===== config.mk =====
export PLATFORM = sky130hd
export DESIGN_NAME = axis_gen_burst_ctrl
export DESIGN_NICKNAME = d
export VERILOG_FILES = /design/src/rtl/axis_gen_burst_ctrl.sv
export SDC_FILE = /design/constraint.sdc
export NUM_CORES = 1
export LEC_CHECK = 0
export CAP_MARGIN = 30
export CORE_UTILIZATION = 45
export CTS_CLUSTER_SIZE = 24
export DETAILED_ROUTE_END_ITERATION = 7
export PLACE_DENSITY = 0.69
export SLEW_MARGIN = 15
export SYNTH_ARGS = -nofsm -noshare
export SYNTH_HDL_FRONTEND = slang
export SYNTH_SLANG_ARGS = --single-unit

===== constraint.sdc =====
create_clock -name clk_i -period 4.5 [get_ports clk_i]
set_input_delay 0.45 -clock clk_i [delete_from_list [all_inputs] [get_ports clk_i]]
set_output_delay 0.45 -clock clk_i [all_outputs]
set_load 0.05 [all_outputs]

===== src/rtl/axis_gen_burst_ctrl.sv =====
// Burst scheduler for the AXI-Stream counter generator: runs pkt_num packets of
// pkt_len beats separated by gap idle cycles, with graceful stop and done pulse.
module axis_gen_burst_ctrl #(
  parameter int AXIS_DATA_WIDTH = 32,
  parameter int LEN_WIDTH       = 16
) (
  input  logic                       clk_i,
  input  logic                       a_rst_i,
  input  logic                       start_i,
  input  logic                       stop_i,
  input  logic [LEN_WIDTH-1:0]       pkt_len_i,
  input  logic [LEN_WIDTH-1:0]       pkt_num_i,
  input  logic [LEN_WIDTH-1:0]       gap_i,
  output logic                       gen_enable_o,
  output logic [AXIS_DATA_WIDTH-1:0] gen_data_o,
  output logic                       gen_terminal_o,
  input  logic                       gen_counter_enable_i,
  output logic                       busy_o,
  output logic                       done_o,
  output logic [LEN_WIDTH-1:0]       pkt_cnt_o
);

  // state | meaning
  // IDLE  | waiting for start_i, config inputs latched on start
  // SEND  | presenting beats of the current packet to the generator
  // GAP   | idle cycles between packets, gap_cnt counts down to 1
  // DONE  | one-cycle done_o pulse, then back to IDLE
  typedef enum logic [1:0] {S_IDLE, S_SEND, S_GAP, S_DONE} state_t;

  localparam logic [LEN_WIDTH-1:0] ONE = LEN_WIDTH'(1);

  state_t               state_q, state_d;
  logic [LEN_WIDTH-1:0] len_m1_q, len_m1_d;
  logic [LEN_WIDTH-1:0] num_q, num_d;
  logic [LEN_WIDTH-1:0] gap_q, gap_d;
  logic [LEN_WIDTH-1:0] gap_cnt_q, gap_cnt_d;
  logic [LEN_WIDTH-1:0] beat_q, beat_d;
  logic [LEN_WIDTH-1:0] pkt_idx_q, pkt_idx_d;
  logic [LEN_WIDTH-1:0] pkt_cnt_q, pkt_cnt_d;
  logic                 stop_pend_q, stop_pend_d;
  logic                 terminal;
  logic                 acc;

  assign terminal = (beat_q == len_m1_q);
  assign acc      = (state_q == S_SEND) && gen_counter_enable_i;

  always_ff @(posedge clk_i or posedge a_rst_i) begin
    if (a_rst_i) begin
      state_q     <= S_IDLE;
      len_m1_q    <= '0;
      num_q       <= '0;
      gap_q       <= '0;
      gap_cnt_q   <= '0;
      beat_q      <= '0;
      pkt_idx_q   <= '0;
      pkt_cnt_q   <= '0;
      stop_pend_q <= 1'b0;
    end else begin
      state_q     <= state_d;
      len_m1_q    <= len_m1_d;
      num_q       <= num_d;
      gap_q       <= gap_d;
      gap_cnt_q   <= gap_cnt_d;
      beat_q      <= beat_d;
      pkt_idx_q   <= pkt_idx_d;
      pkt_cnt_q   <= pkt_cnt_d;
      stop_pend_q <= stop_pend_d;
    end
  end

  always_comb begin
    state_d     = state_q;
    len_m1_d    = len_m1_q;
    num_d       = num_q;
    gap_d       = gap_q;
    gap_cnt_d   = gap_cnt_q;
    beat_d      = beat_q;
    pkt_idx_d   = pkt_idx_q;
    pkt_cnt_d   = pkt_cnt_q;
    stop_pend_d = stop_pend_q;
    unique case (state_q)
      S_IDLE: begin
        stop_pend_d = 1'b0;
        if (start_i) begin
          len_m1_d  = (pkt_len_i == '0) ? '0 : pkt_len_i - ONE;
          num_d     = pkt_num_i;
          gap_d     = gap_i;
          beat_d    = '0;
          pkt_idx_d = '0;
          pkt_cnt_d = '0;
          state_d   = S_SEND;
        end
      end
      S_SEND: begin
        if (stop_i) stop_pend_d = 1'b1;
        if (acc) begin
          if (terminal) begin
            beat_d    = '0;
            pkt_idx_d = pkt_idx_q + ONE;
            pkt_cnt_d = pkt_cnt_q + ONE;
            // a stop arriving on the terminal beat itself also ends the burst
            if (stop_pend_q || stop_i || ((num_q != '0) && (pkt_cnt_d == num_q))) begin
              state_d = S_DONE;
            end else if (gap_q != '0) begin
              gap_cnt_d = gap_q;
              state_d   = S_GAP;
            end
          end else begin
            beat_d = beat_q + ONE;
          end
        end
      end
      S_GAP: begin
        gap_cnt_d = gap_cnt_q - ONE;
        if (stop_i || stop_pend_q) state_d = S_DONE;
        else if (gap_cnt_q == ONE) state_d = S_SEND;
      end
      S_DONE:  state_d = S_IDLE;
      default: state_d = S_IDLE;
    endcase
  end

  assign gen_enable_o   = (state_q == S_SEND);
  assign gen_terminal_o = (state_q == S_SEND) && terminal;
  assign gen_data_o     = AXIS_DATA_WIDTH'({pkt_idx_q, beat_q});
  assign busy_o         = (state_q != S_IDLE);
  assign done_o         = (state_q == S_DONE);
  assign pkt_cnt_o      = pkt_cnt_q;

endmodule


==> summary.txt <==
area leader, netlist: dfrtp_1
CP max FO: 6
first drt pass iteration count: 7
dpl hpwl: 13130 µm
DRT iter0 DRCs: 519
antenna cells: 0
Setup crit start kind: flip-flop
buffers added on ports: 104
Worst Tran Pin Value: 784.4 ps
Total GRT Usage: 0.2447
max_cap viols: 0
top cells by area, synth: dfrtp_1 (42%), nand2_1 (9.1%), xor2_1 (5.3%)
RSZ-0062 raised after global routing: no
WHS: 384.1 ps
CP Class: reg2out
die area: 0.01557 mm²
Initial Util: 0.4631
YS warnings: 0
Vias: 6203
period utilization: 0.7189
largest family of logic cells by synthesized area: simple AND/OR/NAND/NOR gates
synthesized net count: 861
Synth Area in Simple Gates: 0.2908
H-tree levels: 4
mux cell area share after synthesis: 0.02601
ys async rst share: 1.000
Synth cell types: 65
R2R depth: 9
DRC viols: 6
vias per cell: 5.670
Crit path required time: 4050 ps
Bufs on Longest Clock Path: 2
Die W: 124.8 µm
setup_tns: 0 ps
XOR/XNOR share of the synthesized area: 0.08782
outcome: finished with violations
core box area: 0.01464 mm²
number of synthesized flops with an enable pin: 0
R2R Path Start: pkt_cnt_o[0]$_DFFE_PP0P_
fin area: 0.008645 mm²
std cell rows: 44
nets: 957
post-synthesis compound-gate area fraction: 0.1240
sequential area share after synthesis: 0.4244
clock latency on the worst-skew pair: 420 ps
antenna violations before repair: 0
layout cells sized above 1: 0.06044
CTS tree: yes
Final Critical Period: 3235 ps
die extent in y: 124.8 µm
Area growth syn-to-layout: 27.47%
fmax: 0.3091 GHz
# IOs: 105
Final ANT Viol Nets: 0
synthesized-area fraction occupied by adder cells: 0.01107
final setup vio count: 0
Clock Sinks: 115
final RePlAce weighted congestion: 0.8817
register area: 0.002878 mm²
Leak: 3.768 nW
r2r endpoint: gap_cnt_q[14]$_DFFE_PP0P_
placed cell area: 0.008040 mm²
Routed WL per cell: 16.55 µm
clock-pin slew on the worst setup and hold paths: 50 ps
Critical Path AT: 2790 ps
Slew HR: 0.4752
failing checks: design-rule violations
largest net degree at the start of global routing: 54
Hold Path Class: in2async
CTS buffer count: 17
top cell type's share of synthesized area: 0.4244
GRT overflow: 0
footprint of the multi-input gates: 0.003684 mm²
Hold Buf Count CTS: 0
Post-Syn Instances: 802
fin. max-slew vios: 0
Hold Fails Final Rpt: 0
Synth Flop Type: dfrtp_1
R2R Setup Slk: 1350 ps
clock root buffer: clkbuf_16
Peak VDD IR: 0.3335 mV
syn_area_per_cell: 8.456 µm²
Critical Path End Type: output port
PwrDens: 502.3 mW/mm²
post-CTS sizing: 0
final wirelength: 18110 µm
post-CTS setup buffer count: 0
clock skew: 6.886 ps
crit path from: beat_q[3]$_DFFE_PP0P_
Syn Std Cell Area: 0.006782 mm²
first-pass GRT wire length: 30180 µm
Filler cells: 1330
vias in the first global route: 5928
FF+latch count, synth: 115
where the power goes:
| part | total, W | internal, W | switching [W] |
|---|---|---|---|
| clock | 0.00138 | 0.000910 | 0.000471 |
| combinational | 0.00129 | 0.000517 | 0.000769 |
| sequential | 0.00167 | 0.00132 | 0.000352 |
logic make-up after synthesis:
logic type | Yosys count
AND/OR/NAND/NOR | 409
AO/OA/AOI/OAI | 131
flip-flops | 115
XOR/XNOR | 68
buffers and inverters | 56
multiplexers | 17
adder cells (fa/ha/maj) | 6
layout make-up:
type,instances,share of cell area
flip-flops and latches,115,0.3329
clock buffers,23,0.05529
inverters,15,0.006803
clock inverters,8,0.01462
multi-input cells,631,0.4261
repair buffers,118,0.1376
well taps,184,0.02663
flip-flops by register name, summed over array words and instances (netlist names):
signal	flops
len_m1_q	16
stop_pend_q	1
pkt_idx_q	16
num_q	16
gap_q	16
state_q	2
gap_cnt_q	16
beat_q	16
pkt_cnt_o	16
Yosys cell counts (4+ instances only):
cell	count
inv_1	15
o21ai_0	42
and3_1	14
buf_2	5
xnor2_1	27
and2_1	15
nand2b_1	10
nand4_1	18
o311a_1	4
a21oi_1	28
ha_1	6
nor4_1	16
and4_1	4
dfrtp_1	115
nor2b_1	6
clkbuf_1	32
mux2i_1	12
mux2_1	4
o211ai_1	5
xor2_1	41
or3_1	11
o31ai_1	9
a211oi_1	11
nand3_1	31
nand2_1	164
nand3b_1	5
nor2_1	73
nor3_1	20
worst max path at each step:
stage	slack, ps	endpoint	depth (start not counted)
after floorplan	1010	beat_q[0]$_DFFE_PP0P_	1
after global placement	1490	gap_cnt_q[14]$_DFFE_PP0P_	9
final	1260	gen_terminal_o	5
after detailed placement	1410	gap_cnt_q[14]$_DFFE_PP0P_	9
after CTS	1240	gen_terminal_o	5
after global routing	1050	gen_terminal_o	5
metrics by stage:
step / power (W) / utilization / instances / setup WS, ps
2_1_floorplan: 0.002487 / - / 802 / 1006
3_3_place_gp: 0.002929 / 0.5445 / 1060 / 1493
3_5_place_dp: 0.002957 / 0.5490 / 1063 / 1412
4_1_cts: 0.004352 / 0.5903 / 1094 / 1241
5_1_grt: 0.004596 / 0.5903 / 1094 / 1052
6_report: 0.004343 / 0.5903 / 1094 / 1265
worst max-delay path, cell delays in order (launching register included):
cell and delay (ps):
dfrtp_1 460, xor2_1 190, nor4_1 430, nand4_1 250, nor2_1 200, clkdlybuf4s50_1 830
routing by layer:
metal | vias to the layer above | global-route usage | wire length, µm | share of wire
li1 | 3005 | - | - | -
met1 | 2995 | 0.3382 | 8590 | 0.47
met2 | 180 | 0.3900 | 8501 | 0.47
met3 | 23 | 0.03995 | 757 | 0.042
met4 | 0 | 0.08206 | 261 | 0.014
met5 | - | 0 | 0 | 0
placed cells by master, fill, tap and decap left out, types with 5 or more instances in the layout:
cell type and n:
nand4_1 18, xnor2_1 27, nand2b_1 10, clkbuf_16 17
a21oi_1 28, nor2_1 72, nand3_1 31, or3_1 11
o21ai_0 42, a211oi_1 11, nand3b_1 5, xor2_1 41
mux2i_1 12, nand2_1 164, nor3_1 20, o211ai_1 5
dfrtp_1 115, and3_1 14, nor4_1 16, o31ai_1 9
inv_1 14, buf_4 11, and2_1 15, ha_1 6
nor2b_1 6, clkdlybuf4s50_1 104
(Power assumes the default switching activity.)
